<file path="src/rtl/regfile_scoreboard.sv">
// rtl/regfile_scoreboard.sv - register file with registered reads, zero reg, reset SP and pending scoreboard; optional REGFILE_BYPASS_EN write-to-read forwarding
module regfile_scoreboard #(
  parameter int DATA_W   = 32,
  parameter int NUM_REGS = 32,
  parameter int ADDR_W   = 5,
  parameter int SP_INDEX = 29,
  parameter int SP_RESET = 252
) (
  input  logic              Clk_40,
  input  logic              Reset_40,
  input  logic [ADDR_W-1:0] ReadRegister1_40,
  input  logic [ADDR_W-1:0] ReadRegister2_40,
  input  logic              ReadEnable_40,
  output logic [DATA_W-1:0] ReadData1_40,
  output logic [DATA_W-1:0] ReadData2_40,
  input  logic [ADDR_W-1:0] WriteRegister_40,
  input  logic [DATA_W-1:0] WriteData_40,
  input  logic              RegWrite_40,
  input  logic [ADDR_W-1:0] IssueRegister_40,
  input  logic              IssueValid_40,
  output logic              Pending1_40,
  output logic              Pending2_40,
  output logic              Stall_40
);

  logic [DATA_W-1:0]   regs_q [NUM_REGS];
  logic [NUM_REGS-1:0] pend_q;
  logic [NUM_REGS-1:0] pend_d;
  logic [DATA_W-1:0]   rd1_q;
  logic [DATA_W-1:0]   rd1_d;
  logic [DATA_W-1:0]   rd2_q;
  logic [DATA_W-1:0]   rd2_d;
  logic                wr_en;
  logic                iss_en;

  // Index 0 is hard-wired zero, so writes and issues to it are dropped here.
  assign wr_en  = RegWrite_40 && (WriteRegister_40 != '0);
  assign iss_en = IssueValid_40 && (IssueRegister_40 != '0);

  // Read capture selection; forwarding only ever matches a nonzero write index.
  always_comb begin
    rd1_d = rd1_q;
    rd2_d = rd2_q;
    if (ReadEnable_40) begin
      rd1_d = (ReadRegister1_40 == '0) ? '0 : regs_q[ReadRegister1_40];
      rd2_d = (ReadRegister2_40 == '0) ? '0 : regs_q[ReadRegister2_40];
`ifdef REGFILE_BYPASS_EN
      if (wr_en && (WriteRegister_40 == ReadRegister1_40)) rd1_d = WriteData_40;
      if (wr_en && (WriteRegister_40 == ReadRegister2_40)) rd2_d = WriteData_40;
`endif
    end
  end

  // Scoreboard next state: clear on writeback first, so a same-cycle issue wins.
  always_comb begin
    pend_d = pend_q;
    if (wr_en)  pend_d[WriteRegister_40] = 1'b0;
    if (iss_en) pend_d[IssueRegister_40] = 1'b1;
  end

  // Register storage; reset loads zeros except the stack pointer.
  always_ff @(posedge Clk_40) begin
    if (Reset_40) begin
      for (int i = 0; i < NUM_REGS; i++) begin
        regs_q[i] <= (i == SP_INDEX) ? DATA_W'(SP_RESET) : '0;
      end
    end else if (wr_en) begin
      regs_q[WriteRegister_40] <= WriteData_40;
    end
  end

  // Read data and pending vector registers.
  always_ff @(posedge Clk_40) begin
    if (Reset_40) begin
      rd1_q  <= '0;
      rd2_q  <= '0;
      pend_q <= '0;
    end else begin
      rd1_q  <= rd1_d;
      rd2_q  <= rd2_d;
      pend_q <= pend_d;
    end
  end

  assign ReadData1_40 = rd1_q;
  assign ReadData2_40 = rd2_q;
  assign Pending1_40  = pend_q[ReadRegister1_40];
  assign Pending2_40  = pend_q[ReadRegister2_40];
  assign Stall_40     = ReadEnable_40 && (Pending1_40 || Pending2_40);

endmodule
</file>
<file path="config.mk">
export PLATFORM = sky130hd
export DESIGN_NAME = regfile_scoreboard
export DESIGN_NICKNAME = d
export VERILOG_FILES = /design/src/rtl/regfile_scoreboard.sv
export SDC_FILE = /design/constraint.sdc
export NUM_CORES = 2
export LEC_CHECK = 0
export CORE_MARGIN = 3
export CORE_UTILIZATION = 46
export CTS_CLUSTER_DIAMETER = 40
export DETAILED_ROUTE_END_ITERATION = 10
export PLACE_DENSITY = 0.67
export SETUP_SLACK_MARGIN = 0.5
export SKIP_CTS_REPAIR_TIMING = 1
export SYNTH_ARGS = -nofsm -noshare
export SYNTH_HDL_FRONTEND = slang
export SYNTH_SLANG_ARGS = --single-unit
</file>
<file path="constraint.sdc">
create_clock -name Clk_40 -period 6.5 [get_ports Clk_40]
set_input_delay 1.95 -clock Clk_40 [delete_from_list [all_inputs] [get_ports Clk_40]]
set_output_delay 1.95 -clock Clk_40 [all_outputs]
set_load 0.02 [all_outputs]
</file>
== Word level (Yosys, flattened, before mapping) ==
Memories as Yosys holds them, arrays and structs flattened.
Index checks and enable logic that the tools add are counted.

* Register bits: 96
* Memory bits (writable): 1024
* Input bits: 57
* Output and inout port bits: 67
* Logic and storage cells: 44
* Memories: 1

* $lt $le $gt $ge: 6
* Multiplexer cells: 20
* Bitwise gates (word level): 3
* Reduce and logical (&&, ||, !) cells: 11

{| class="wikitable"
|+ Memories
! name !! words !! width !! read ports !! clocked after memory_dff !! write ports !! RTL line !! RTL
|-
| regs_q || 32 || 32 || 2 || 0 || 32 || 26 || <nowiki>logic [DATA_W-1:0] regs_q [NUM_REGS];</nowiki>
|}

{| class="wikitable"
|+ Operators by type and width
! operator !! count
|-
| $mux W32 || 5
|-
| $and A32 B32 Y32 || 1
|-
| $not A32 Y32 || 1
|-
| $or A32 B32 Y32 || 1
|-
| $reduce_or A32 Y1 || 1
|-
| $lt A5 B6 Y1 const B || 4
|-
| $bmux W1 S5 || 2
|-
| $demux W1 S5 || 2
|-
| $ge A5 B1 Y1 const B || 2
|-
| $logic_not A5 Y1 || 2
|-
| $mux W1 || 10
|-
| $reduce_bool A5 Y1 || 2
|-
| $logic_and A1 B1 Y1 || 5
|-
| $mux W5 || 1
|-
| $logic_or A1 B1 Y1 || 1
|}

== Longest topological paths before layout ==
* Depth in word-level cells: 9
* Gate-level depth with buffers: 9
* Gate-level depth less buffers: 5

== Least setup slack after synthesis ==
No wires, ideal clock.

* Kind: input-to-output
* From: input ReadRegister2_40[1]
* To: output Stall_40
* Data arrival time: 3539 ps
* Required time: 4550 ps
* Setup slack: 1011 ps
* Stages: 8
* Path buffers: 3
* Cell sequence: buf_2 buf_4 clkbuf_1 mux2i_1 a22oi_1 nand3_1 nand4_1 o21a_1

* Cells in the longest elaborated chain, start to end: 4

{| class="wikitable"
|+ Ends and longest elaborated chain
! item !! RTL line !! RTL
|-
| start: declaration || 12 || <nowiki>input logic [ADDR_W-1:0] ReadRegister2_40,</nowiki>
|-
| $bmux W1 S5 || 88 || <nowiki>assign Pending2_40 = pend_q[ReadRegister2_40];</nowiki>
|-
| $mux W1 (not written as such) || 88 ||
|-
| named net Pending2_40 || 22 || <nowiki>output logic Pending2_40,</nowiki>
|-
| $logic_or A1 B1 Y1 || 89 || <nowiki>assign Stall_40 = ReadEnable_40 && (Pending1_40 || Pending2_40);</nowiki>
|-
| $logic_and A1 B1 Y1 || 89 ||
|-
| end: declaration || 23 || <nowiki>output logic Stall_40</nowiki>
|}

The timed path passes the listed nets, and every way through them passes these cells. The select of a mux whose other input is x is not followed.

== Final worst setup path ==
* From: input ReadRegister2_40[3]
* To: output Stall_40

* Cells in the longest elaborated chain, start to end: 4

{| class="wikitable"
|+ Ends and longest elaborated chain
! item !! RTL line
|-
| $bmux W1 S5 || 88
|-
| $mux W1 (not written as such) || 88
|-
| $logic_or A1 B1 Y1 || 89
|-
| $logic_and A1 B1 Y1 || 89
|}

No other way between the ends. The select of a mux whose other input is x is not followed.

==> qor.log <==
[status] outcome finished, final reports clean
[clock_tree] CTS tree yes
[setup_path] crit path from ReadRegister2_40[3]
[cells_and_area] commonest cells after routing, fill and taps aside 1024 x sky130_fd_sc_hd__edfxtp_1, 989 x sky130_fd_sc_hd__and2_1, 412 x sky130_fd_sc_hd__mux2i_1
[setup_path] Critical Path Max Stage Delay 600 ps
[grt] initial antenna violation count 27
[clock_tree] clock insertion delay at the later pin of the skew report 770 ps
[setup_path] sort of element at the start of the critical path primary input
[route] number of nets with antenna violations after detailed routing 0
[placement] GP Congestion 0.913
[power] Seq pwr share 45.4%
[synth] Gate Count Post-Synth 4025
[synth] most instantiated flip-flop cell in the synthesis netlist sky130_fd_sc_hd__edfxtp_1
[timing] Max transition margin 15.7%
[power] part of the total power dissipated in the clock network 44.1%
[synth] Yosys cell types 46
[run] max-capacitance violation count 0
[die] width of the die 362 µm
[cells_and_area] Final Core Density 53.0%
[synth] proportion of netlist area held by the largest area contributor 52.8%
[synth] number of flops mapped to enable cells by yosys 1024
[clock_tree] largest buffer count on any clock path 3
[cells_and_area] sequential cell area in the final layout 32700 µm²
[route] total vias in the final route 37600
[setup_path] worst flop-to-flop path startpoint regs_q[28][19]
[grt] global route overflow 0
[die] Die ar. 131000 µm²
[synth] flip-flop and latch count after synthesis 1120
[setup_path] endpoint arrival time on the critical path 3870 ps
[power] internal power of the cells 14100 µW
[route] post-detailed-route DRC marker count 0
[setup_path] most used cell along the critical path sky130_fd_sc_hd__clkdlybuf4s50_1
[clock_tree] CTS Root Buffer Type sky130_fd_sc_hd__clkbuf_16
[cells_and_area] count of filler cells inserted in the layout 10000
[grt] overall routing resource usage 28.5%
[setup_path] worst-path fanout max 6
[route] DR vias/cell 6.45
[timing] Clock Skew 28.3 ps
[setup_path] Crit. End Element output pin
[route] total wire length after detailed routing 189000 µm
[die] Die Y 362 µm
[setup_path] CP Cell Sequence clkdlybuf4s50_1 > nor2_1 > nand3_1 > nand4_1 > buf_4 > o21a_1 > clkdlybuf4s50_1
[power] part of the total power dissipated in combinational logic 10.5%
[placement] Detail Placement HPWL 110000 µm
[power] Switching Power 4680 µW
[timing] total count of max-transition violations in the final report 0
[die] row count 129
[die] num ports 124
[power] leakage component of the power 0.0234 µW
[power] switching part of the total power 24.9%
[timing] worst slew pin tran 1260 ps
[synth] biggest area consumer among synthesized cells sky130_fd_sc_hd__edfxtp_1
[timing] count of endpoints failing setup in the final report 0
[cells_and_area] nets@finish 4109
[route] First-pass DRT Iterations 5
[cells_and_area] area occupied by multi-input gates 23800 µm²
[grt] wire length of the first global-routing pass 266000 µm
[synth] ranking of synthesized cells by area sky130_fd_sc_hd__edfxtp_1 53%, sky130_fd_sc_hd__mux4_2 15%, sky130_fd_sc_hd__and2_1 11%, sky130_fd_sc_hd__mux2i_1 7.1%, sky130_fd_sc_hd__dfxtp_1 3.3%
[grt] grt met2 use 43.4%
[grt] busiest metal layer after global routing met2
[synth] Async S/R FF share, synth 0%
[die] initial cell density of the core 46.7%
[placement] # port buffers 123
[grt] pin count of the biggest net entering global routing 97
[setup_path] highest-delay cell along the critical path sky130_fd_sc_hd__clkdlybuf4s50_1
[power] power density of the placed cells 284 nW/µm²
[route] number of design-rule violations left by the first detailed-router iteration 5343
[worst_hold_path] startpoint of the tightest hold check path ReadData1_40[31]
[timing] final worst path period share 89.6%
[clock_tree] Clock Sink Count 1120
[cells_and_area] fraction of layout cells with a size suffix above 1 21.8%
[synth] number of warning messages in the yosys log 0
[synth] register area share after synthesis 56.1%
[cells_and_area] area growth from synthesis to final layout 13.5%
[setup_path] classification of the worst setup path in -> out
[clock_tree] Inserted Clock Buffers 153
[timing] number of hold violations in the final report 0
[route] final routed wire length divided by cell count 32.4 µm
[die] area of the core 125000 µm²
[setup_path] data required time at the worst endpoint 4550 ps
[cells_and_area] count of non-filler cells in the finished layout 5828
[synth] netlist area before placement 58300 µm²
[timing] minimum clock period 5820 ps
[timing] highest attainable clock frequency 0.172 GHz
[grt] number of global-route vias before repair 37100
[grt] met1 GRT Util 38.1%
[worst_hold_path] hold crit path type reg -> reg
[placement] cell count after placement 5531
[clock_tree] number of H-tree branching levels 4
[synth] mean instance size in the synthesized netlist 14.5 µm²
[timing] unrepaired setup endpoints after global routing false
[power] largest voltage drop on the vdd net 0.000305 V
[grt] global routing met3 resource utilization 8.42%
[clock_tree] register clock-pin slew on the reported worst setup and hold paths 50 ps
[cells_and_area] most common cell after layout, fill and taps aside sky130_fd_sc_hd__edfxtp_1
[timing] setup TNS after final layout 0 ps
synth_stat cells, types with 8 or more instances:
master                     count
sky130_fd_sc_hd__clkbuf_2     33
sky130_fd_sc_hd__nand3_1       8
sky130_fd_sc_hd__a21oi_1     128
sky130_fd_sc_hd__o22ai_1      86
sky130_fd_sc_hd__and2_1      989
sky130_fd_sc_hd__o21ai_0      19
sky130_fd_sc_hd__o221a_2      58
sky130_fd_sc_hd__mux2i_1     412
sky130_fd_sc_hd__nor2_1       38
sky130_fd_sc_hd__clkbuf_1    257
sky130_fd_sc_hd__a21o_1       29
sky130_fd_sc_hd__o21ai_1      58
sky130_fd_sc_hd__buf_4        32
sky130_fd_sc_hd__buf_1        10
sky130_fd_sc_hd__mux4_2      384
sky130_fd_sc_hd__buf_2        61
sky130_fd_sc_hd__dfxtp_1      96
sky130_fd_sc_hd__a22oi_1      12
sky130_fd_sc_hd__o221ai_1    128
sky130_fd_sc_hd__edfxtp_1   1024
sky130_fd_sc_hd__or3_1        11
sky130_fd_sc_hd__nand2_1      24
sky130_fd_sc_hd__buf_6        26
sky130_fd_sc_hd__inv_1        35
power groups by stage:
stage	Clock, µW	Sequential [µW]	Combinational [µW]
2_1_floorplan	0	8600	1230
3_3_place_gp	0	8620	1930
3_5_place_dp	0	8650	1950
4_1_cts	8320	8500	1950
5_1_grt	8640	8550	2060
6_report	8270	8510	1970
metal layers:
| layer | wire length, µm | vias to the layer above | part of all wire, % |
|---|---|---|---|
| met5 | 78 | - | 0.041 |
| met4 | 8280 | 12 | 4.4 |
| met3 | 22500 | 452 | 12 |
| met2 | 85900 | 2324 | 45 |
| met1 | 72000 | 19200 | 38 |
| li1 | - | 15600 | - |
final timing paths:
path | to | slack [ps] | cells after the start
setup / recovery | Stall_40 | 680 | 7
hold / removal | ReadData1_40[31] | 470 | 2
setup reg to reg | ReadData1_40[19] | 4530 | 4
hold reg to reg | ReadData1_40[31] | 470 | 2
kinds of logic after synthesis:
group / Yosys count / share of synthesized area, %
and+or+nand+nor: 1121 / 11.8
muxes: 796 / 21.9
DFF: 1120 / 56.1
AOI/OAI and AO/OA: 533 / 6.49
buffers and inverters: 454 / 3.67
other: 1 / 0.00644
area by class of cell:
type                       count  share of cell area, %
clock buffer                 187                   6.33
inverter                      35                  0.199
antenna                       13                 0.0492
tap                         1637                   3.10
multi-input combinational   2482                   36.1
clock inverter                94                   1.30
timing repair buffer         260                   3.55
sequential                  1120                   49.4
through the flow:
| stage | hold slack (ps) | instance area, µm² | worst slack (ps) | total power [µW] |
|---|---|---|---|---|
| after floorplan | 457 | 58400 | 1010 | 9840 |
| after global placement | 465 | 61000 | 554 | 10500 |
| after detailed placement | 464 | 61000 | 577 | 10600 |
| after CTS | 475 | 66100 | 572 | 18800 |
| after global routing | 508 | 66100 | 563 | 19200 |
| final | 469 | 66100 | 678 | 18800 |
critical path, delay by kind of cell:
kind / cells / cell delay, ps
buffers and inverters: 3 / 1290
AND/OR/NAND/NOR: 3 / 510
AO/OA/AOI/OAI: 1 / 120
registers in the layout, summed over array words and instances (netlist names):
signal,cells
ReadData2_40,32
ReadData1_40,32
pend_q,32
regs_q,1024
(Power assumes the default switching activity.)
